<file path="src/rtl/cnn_pkg.sv">
// Shared types and constants for the CNN convolution datapath.
package cnn_pkg;

    localparam int DATA_W      = 32;
    localparam int FILTER_TAPS = 9;

    typedef enum logic [1:0] {
        IDLE = 2'd0,
        MAC  = 2'd1,
        DONE = 2'd2
    } state_t;

    typedef logic signed [DATA_W-1:0] data_t;

endpackage

</file>
<file path="src/rtl/mac_unit.sv">
// Combinational multiply-accumulate: acc + a*b, signed, wrapping at the data width.
module mac_unit
    import cnn_pkg::*;
(
    input  data_t i_acc,
    input  data_t i_a,
    input  data_t i_b,
    output data_t o_acc_next
);

    // Low word of the signed product added to the running sum; overflow wraps.
    assign o_acc_next = i_acc + (i_a * i_b);

endmodule

</file>
<file path="src/rtl/dot_product_module.sv">
// 9-tap sequential dot product of a 3x3 image window and 3x3 kernel, one MAC per clock.
module dot_product_module
    import cnn_pkg::*;
#(
    parameter int filtersize = FILTER_TAPS
) (
    input  logic              clk,
    input  logic              rst_n,
    input  logic              initate,
    input  logic [DATA_W-1:0] img_bit_0,
    input  logic [DATA_W-1:0] img_bit_1,
    input  logic [DATA_W-1:0] img_bit_2,
    input  logic [DATA_W-1:0] img_bit_3,
    input  logic [DATA_W-1:0] img_bit_4,
    input  logic [DATA_W-1:0] img_bit_5,
    input  logic [DATA_W-1:0] img_bit_6,
    input  logic [DATA_W-1:0] img_bit_7,
    input  logic [DATA_W-1:0] img_bit_8,
    input  logic [DATA_W-1:0] filter_0,
    input  logic [DATA_W-1:0] filter_1,
    input  logic [DATA_W-1:0] filter_2,
    input  logic [DATA_W-1:0] filter_3,
    input  logic [DATA_W-1:0] filter_4,
    input  logic [DATA_W-1:0] filter_5,
    input  logic [DATA_W-1:0] filter_6,
    input  logic [DATA_W-1:0] filter_7,
    input  logic [DATA_W-1:0] filter_8,
    output logic [DATA_W-1:0] Result_out,
    output logic              ready_dot
);

    state_t     r_state;
    state_t     w_state_next;
    logic       r_initate_q;
    logic       w_start;
    logic       w_last;
    logic [3:0] r_idx;
    data_t      r_acc;
    data_t      w_acc_next;
    data_t      r_result;
    logic       r_ready;
    data_t      r_img  [FILTER_TAPS];
    data_t      r_filt [FILTER_TAPS];
    data_t      w_img  [FILTER_TAPS];
    data_t      w_filt [FILTER_TAPS];

    assign w_img[0] = img_bit_0;
    assign w_img[1] = img_bit_1;
    assign w_img[2] = img_bit_2;
    assign w_img[3] = img_bit_3;
    assign w_img[4] = img_bit_4;
    assign w_img[5] = img_bit_5;
    assign w_img[6] = img_bit_6;
    assign w_img[7] = img_bit_7;
    assign w_img[8] = img_bit_8;

    assign w_filt[0] = filter_0;
    assign w_filt[1] = filter_1;
    assign w_filt[2] = filter_2;
    assign w_filt[3] = filter_3;
    assign w_filt[4] = filter_4;
    assign w_filt[5] = filter_5;
    assign w_filt[6] = filter_6;
    assign w_filt[7] = filter_7;
    assign w_filt[8] = filter_8;

    // A held-high initate must not retrigger, so only the 0->1 transition starts a run.
    assign w_start = initate & ~r_initate_q;
    assign w_last  = (r_idx == 4'(filtersize - 1));

    mac_unit u_mac (
        .i_acc      (r_acc),
        .i_a        (r_img[r_idx]),
        .i_b        (r_filt[r_idx]),
        .o_acc_next (w_acc_next)
    );

    // Start-edge detector history.
    always_ff @(posedge clk or negedge rst_n) begin
        if (!rst_n) begin
            r_initate_q <= 1'b0;
        end else begin
            r_initate_q <= initate;
        end
    end

    // FSM state register.
    always_ff @(posedge clk or negedge rst_n) begin
        if (!rst_n) begin
            r_state <= IDLE;
        end else begin
            r_state <= w_state_next;
        end
    end

    // FSM next-state logic; starts arriving during MAC are deliberately dropped.
    always_comb begin
        w_state_next = r_state;
        case (r_state)
            IDLE: begin
                if (w_start) w_state_next = MAC;
                else         w_state_next = IDLE;
            end
            MAC: begin
                if (w_last) w_state_next = DONE;
                else        w_state_next = MAC;
            end
            DONE: begin
                if (w_start) w_state_next = MAC;
                else         w_state_next = DONE;
            end
            default: w_state_next = IDLE;
        endcase
    end

    // Operand capture, accumulation and result/valid registers.
    always_ff @(posedge clk or negedge rst_n) begin
        if (!rst_n) begin
            r_acc    <= '0;
            r_idx    <= 4'd0;
            r_result <= '0;
            r_ready  <= 1'b0;
            for (int i = 0; i < FILTER_TAPS; i++) begin
                r_img[i]  <= '0;
                r_filt[i] <= '0;
            end
        end else begin
            case (r_state)
                IDLE, DONE: begin
                    if (w_start) begin
                        r_acc   <= '0;
                        r_idx   <= 4'd0;
                        r_ready <= 1'b0;
                        for (int i = 0; i < FILTER_TAPS; i++) begin
                            r_img[i]  <= w_img[i];
                            r_filt[i] <= w_filt[i];
                        end
                    end
                end
                MAC: begin
                    r_acc <= w_acc_next;
                    r_idx <= r_idx + 4'd1;
                    if (w_last) begin
                        r_result <= w_acc_next;
                        r_ready  <= 1'b1;
                    end
                end
                default: begin
                    r_acc <= '0;
                    r_idx <= 4'd0;
                end
            endcase
        end
    end

    assign Result_out = r_result;
    assign ready_dot  = r_ready;

endmodule

</file>
<file path="config.mk">
export PLATFORM = sky130hd
export DESIGN_NAME = dot_product_module
export DESIGN_NICKNAME = d
export VERILOG_FILES = /design/src/rtl/cnn_pkg.sv /design/src/rtl/mac_unit.sv /design/src/rtl/dot_product_module.sv
export SDC_FILE = /design/constraint.sdc
export NUM_CORES = 2
export LEC_CHECK = 0
export CORE_UTILIZATION = 61
export DETAILED_ROUTE_END_ITERATION = 10
export PLACE_DENSITY = 0.92
export SLEW_MARGIN = 20
export SYNTH_ARGS = -nofsm -noshare
export SYNTH_HDL_FRONTEND = slang
export SYNTH_SLANG_ARGS = --single-unit
</file>
<file path="constraint.sdc">
create_clock -name clk -period 16.4 [get_ports clk]
set_input_delay 2.46 -clock clk [delete_from_list [all_inputs] [get_ports clk]]
set_output_delay 2.46 -clock clk [all_outputs]
set_load 0.01 [all_outputs]
</file>
---- Word-level counts from Yosys, hierarchy flattened ----
Cells that the tools add are included.
storage, ports and cells
  register bits ........................... 648
  output and inout bits ................... 33
  logic and storage cells ................. 59
operators by class
  $add $sub $neg .......................... 2
  multiply operators ...................... 1
  magnitude comparators ................... 1
  equality and inequality tests ........... 5
  mux-type cells .......................... 17
  bitwise logic cells ..................... 3
  reduce and logical (&&, ||, !) cells .... 6
operator list
  cell                   count
  $bmux W32 S4           2
  $mux W32               5
  $pmux W32 S2           1
  $add A32 B32 Y32       1
  $mul A32 B32 Y32       1
  $pmux W4 S2            1
  $pmux W2 S3            1
  $ge A5 B5 Y1 const B   1
  $not A4 Y5             1
  $add A4 B1 Y4 const B  1
  $eq A4 B4 Y1 const B   1
  $mux W2                2
  $mux W4                1
  $ne A2 B2 Y1 const B   2
  $reduce_and A2 Y1      2
  $mux W1                3
  $reduce_and A3 Y1      1
  $eq A2 B1 Y1 const B   1
  $eq A2 B2 Y1 const B   1
  $logic_not A2 Y1       1
  $pmux W1 S2            1
  $reduce_bool A2 Y1     1
  $reduce_or A2 Y1       1
  $and A1 B1 Y1          1
  $not A1 Y1             1

---- Longest topological paths before layout ----
  depth in word-level cells ............... 7
  mapped depth ............................ 37
  mapped depth without buffers ............ 31

---- By module ----
Synthesis repeated with hierarchy kept, for this count alone.
unflattened totals
  cell total of the unflattened synthesis .. 3860
  area, all modules ....................... 46121.7 um2
modules (own cells, without submodules)
  module              times used  cells each  area an instance (um2)  sequential area each (um2)
  dot_product_module  1           1903        28906.5                 16215.6
  mac_unit            1           1957        17215.3                 0.0

---- Least setup slack after synthesis ----
OpenSTA, ideal clock, no wires.
  path kind ............................... register to register
  from .................................... reg r_idx[3]
  to ...................................... reg r_acc[29]
  library setup time ...................... 122 ps
  arrival time ............................ 8570 ps
  data required time ...................... 16278 ps
  slack ................................... 7708 ps
  stages on the path, launching flop included .. 33
  cells stage by stage .................... dfrtp_1 > buf_2 > buf_4 > clkbuf_1 > clkbuf_1 > clkbuf_1 > clkbuf_1 > o21a_1 > nor2_1 > fa_1 > fa_1 > inv_1 > fa_1 > fa_1 > inv_1 > fa_1 > inv_1 > fa_1 > inv_1 > fa_1 > inv_1 > fa_1 > inv_1 > ha_1 > o2111ai_1 > o21ai_0 > o211ai_1 > a31oi_1 > o31a_1 > o21a_1 > o21a_1 > or3_1 > a32o_1
on the way
  longest elaborated chain between the ends .. 7
ends and longest elaborated chain
  what                                              line                                                text
  start: declaration                                dot_product_module.sv:37                            logic [3:0] r_idx;
  start signal: assignment                          dot_product_module.sv:142                           r_idx <= r_idx + 4'd1;
  $not A4 Y5 (not written as such) *                dot_product_module.sv:73, dot_product_module.sv:74
  $bmux W32 S4, on equally long branches            dot_product_module.sv:73, dot_product_module.sv:74
  $mux W32, on equally long branches (2 in series)  dot_product_module.sv:73, dot_product_module.sv:74
  $mul A32 B32 Y32 *                                mac_unit.sv:12                                      assign o_acc_next = i_acc + (i_a * i_b);
  $add A32 B32 Y32 *                                mac_unit.sv:12
  $pmux W32 S2 *                                    dot_product_module.sv:128                           case (r_state)
  end signal: assignment                            dot_product_module.sv:141                           r_acc <= w_acc_next;
  end: declaration                                  dot_product_module.sv:38                            data_t r_acc;
Mark *: on every way between the ends. The rest lies on a longest branch, timed or not. The select of a mux whose other input is x is not followed.
A chain may end at the register's enable or synchronous reset.

---- Worst setup path in the final report ----
  from .................................... reg r_idx[0]
  to ...................................... reg r_acc[29]
Same word-level chain as after synthesis.

==> impl_metrics.py <==
metrics = {
    "status": {
        "outcome": "complete, no violations",
    },
    "job": {
        "drv_cap": 0,
    },
    "floorplan": {
        "core_area_sq_um": 74300,
        "dieArea_sq_um": 76100,
        "num_rows": 100,
        "die_w_um": 276,
        "initial_core_util_pct": 61.6,
        "die_h_um": 276,
        "ios": 612,
    },
    "timing": {
        "fin_setup_tns_ns": 0,
        "rsz0062_at_grt": "no",
        "slew_viol_final": 0,
        "tightest_slew_ns": 1.23,
        "finalSetupViolCount": 0,
        "fin_crit_sh_pct": 67.0,
        "period_needed_ns": 10.99,
        "maxSlewHeadroom_pct": 18.1,
        "hold_viol": 0,
        "fin_skew_ns": 0.0626,
        "fmax_ghz": 0.0910,
    },
    "detailed_routing": {
        "totalWireLength_mm": 161,
        "viasPerCell": 5.95,
        "postRouteAntennaNets": 0,
        "wire_per_inst_um": 24.4,
        "drc_errors": 0,
        "drt-pass1-iter-count": 6,
        "vias": 39200,
        "drtIter0Drc": 4708,
    },
    "critical_path": {
        "rr_worst_depth": 30,
        "rrSetupSlack_ns": 5.41,
        "end_kind": "flip-flop",
        "required_ns": 16.94,
        "arrival_ns": 11.53,
        "r2r-end": "r_acc[29]",
        "reg2reg_from": "r_idx[0]",
        "slowest_stage": "dfrtp_4",
        "cpMostUsedCell": "fa_1",
        "start_kind": "flip-flop",
        "criticalPathCategory": "flip-flop to flip-flop",
        "critPathMaxStageDelay_ns": 0.93,
        "crit_fanout": 56,
    },
    "worst_hold_path": {
        "min_from": "r_filt[128]",
        "holdPathStages": 2,
        "hold_end": "r_filt[128]",
        "hold_class": "flip-flop to flip-flop",
    },
    "clock_tree": {
        "htreeDepth": 3,
        "tritoncts": "yes",
        "cts.sinks": 648,
        "cts-root-buf": "clkbuf_16",
        "clk_pin_slew_ns": 0.06,
        "cts_resized": 0,
        "cts_buffer_depth": 3,
        "cts_setup_buffers": 0,
        "clk_latency_ns": 0.67,
        "cts_buffers": 71,
        "cts_hold_buf": 0,
    },
    "cells_and_area": {
        "drive_above_1_share_pct": 6.93,
        "fillCellCount": 4959,
        "regArea_sq_um": 16200,
        "area_delta_synth_final_pct": 20.4,
        "multiInputGateArea_sq_um": 26400,
        "nets": 6711,
    },
    "yosys": {
        "yosysWarnings": 0,
        "ys_seq_area_share_pct": 35.4,
        "ys_ff_latch": 648,
        "netlist_area_sq_um": 45800,
        "syn-num-nets": 6227,
        "syn_inst": 5057,
        "async_flop_share_pct": 100,
        "avgSynthCellArea_sq_um": 9.05,
        "synth_edf_count": 0,
        "synthFlopType": "dfrtp_1",
        "synth.distinct_cells": 65,
    },
    "global_routing": {
        "grt_pass1_vias": 40400,
        "antenna_found_initial": 28,
        "grt_pass1_wl_mm": 239,
        "overflow": 0,
        "grt_use_total_pct": 42.9,
        "grt_max_degree": 258,
    },
    "place": {
        "dp_hpwl_mm": 118,
        "globalplace.congestion": 1.06,
        "io_buffers": 611,
    },
}
layout by cell type, fill, tap and decap left out, drive strengths merged, types with 7 or more instances in the layout:
master / instances
nand2: 2081
dfrtp: 648
clkdlybuf4s50: 610
inv: 545
fa: 438
nor2: 290
ha: 153
mux4: 99
clkbuf: 93
buf: 70
xnor2: 66
o21ai: 47
mux2: 36
nor2b: 36
mux2i: 35
a211oi: 34
a21oi: 31
and2: 29
a22o: 29
clkinv: 26
o21a: 24
or2: 23
nand2b: 20
diode: 18
o22ai: 15
o41ai: 15
o41a: 14
o31ai: 13
xor2: 12
a21o: 11
nor3: 7
registers in the layout, indices dropped and copies added, names as in the netlist:
| signal | count |
|---|---|
| r_filt | 288 |
| r_img | 288 |
| Result_out | 32 |
| r_acc | 32 |
| r_idx | 4 |
| r_state | 2 |
| r_initate_q | 1 |
| ready_dot | 1 |
worst max-delay path by stage:
stage             start   endpoint  slack (ns)  cells past startpoint
2_1_floorplan  r_idx[3]  r_acc[29]        7.71                     32
3_3_place_gp   r_idx[0]  r_acc[29]        5.60                     30
3_5_place_dp   r_idx[0]  r_acc[29]        5.47                     30
4_1_cts        r_idx[0]  r_acc[29]        5.44                     30
5_1_grt        r_idx[0]  r_acc[29]        4.94                     30
6_report       r_idx[0]  r_acc[29]        5.41                     30
worst max-delay path, delay by kind of cell, from the launching register on:
kind,cells,cell delay [ns]
AO/OA/AOI/OAI,9,2.42
multiplexers,2,1.00
adder cells (fa/ha/maj),9,4.35
AND/OR/NAND/NOR,2,0.49
flip-flops,1,0.93
buffers and inverters,8,1.60
layout make-up:
| type | instances | share of cell area [%] |
|---|---|---|
| Sequential cell | 648 | 29.5 |
| Tap cell | 969 | 2.20 |
| Clock inverter | 36 | 0.906 |
| Inverter | 542 | 3.69 |
| Clock buffer | 93 | 3.56 |
| Antenna cell | 18 | 0.0818 |
| Multi-Input combinational cell | 3598 | 47.9 |
| Timing Repair Buffer | 680 | 12.2 |
through the flow:
stage          utilization [%]  worst slack [ns]  instance area, sq um  cells  hold slack [ns]
2_1_floorplan                -              7.71                 45800   5057            0.437
3_3_place_gp              70.7              5.60                 52500   6435            0.449
3_5_place_dp              70.7              5.47                 52500   6435            0.454
4_1_cts                   74.0              5.44                 55000   6564            0.469
5_1_grt                   74.1              4.94                 55100   6582            0.484
6_report                  74.1              5.41                 55100   6584            0.467
kinds of logic after synthesis:
| kind of cell | synth area share, % |
|---|---|
| adders and majority gates | 23.3 |
| xor gates and xnor gates | 1.64 |
| AOI/OAI and AO/OA | 4.38 |
| and+or+nand+nor | 21.3 |
| muxes | 6.62 |
| buffers and inverters | 7.31 |
| DFF | 35.4 |
Yosys cell counts, drive strengths merged (2+ instances only):
cell type  number  area share [%]
xnor3           3            0.15
o21bai          6           0.098
clkbuf        208             1.7
nand2b         20            0.27
and2           29            0.40
fa            438              19
nand2        2081              17
ha            153             4.2
a31oi           2           0.027
inv           542             4.4
o21a           24            0.39
nor2          290             2.4
nor2b          36            0.49
a31o            2           0.038
buf            61             1.2
a211oi         34            0.56
o31ai          13            0.28
a21o           11            0.18
or3             2           0.027
mux4           99             5.0
o21ai          47            0.55
xor2           12            0.23
a22o           29            0.55
or2            23            0.31
o41a           14            0.37
nor3b           2           0.033
a221oi          2           0.052
xnor2          66             1.3
nor3            7           0.077
a21oi          31            0.37
o41ai          15            0.50
a32o            2           0.044
dfrtp         648              35
and3            2           0.027
o211ai          3           0.049
a21boi          2           0.033
mux2i          35            0.77
nand3           3           0.033
mux2           36            0.89
o22ai          15            0.21
per-layer routing:
| metal | GRT usage (%) | up-vias | wire (um) |
|---|---|---|---|
| met2 | 64.0 | 2684 | 71800 |
| met3 | 13.1 | 728 | 19900 |
| met5 | 0 | - | 106 |
| met1 | 53.4 | 19300 | 54900 |
| li1 | - | 16500 | - |
| met4 | 30.9 | 16 | 13800 |
Power is left out: the tool's default activity adds up to more than one toggle a clock period on the data nets, which glitch-free logic cannot reach.
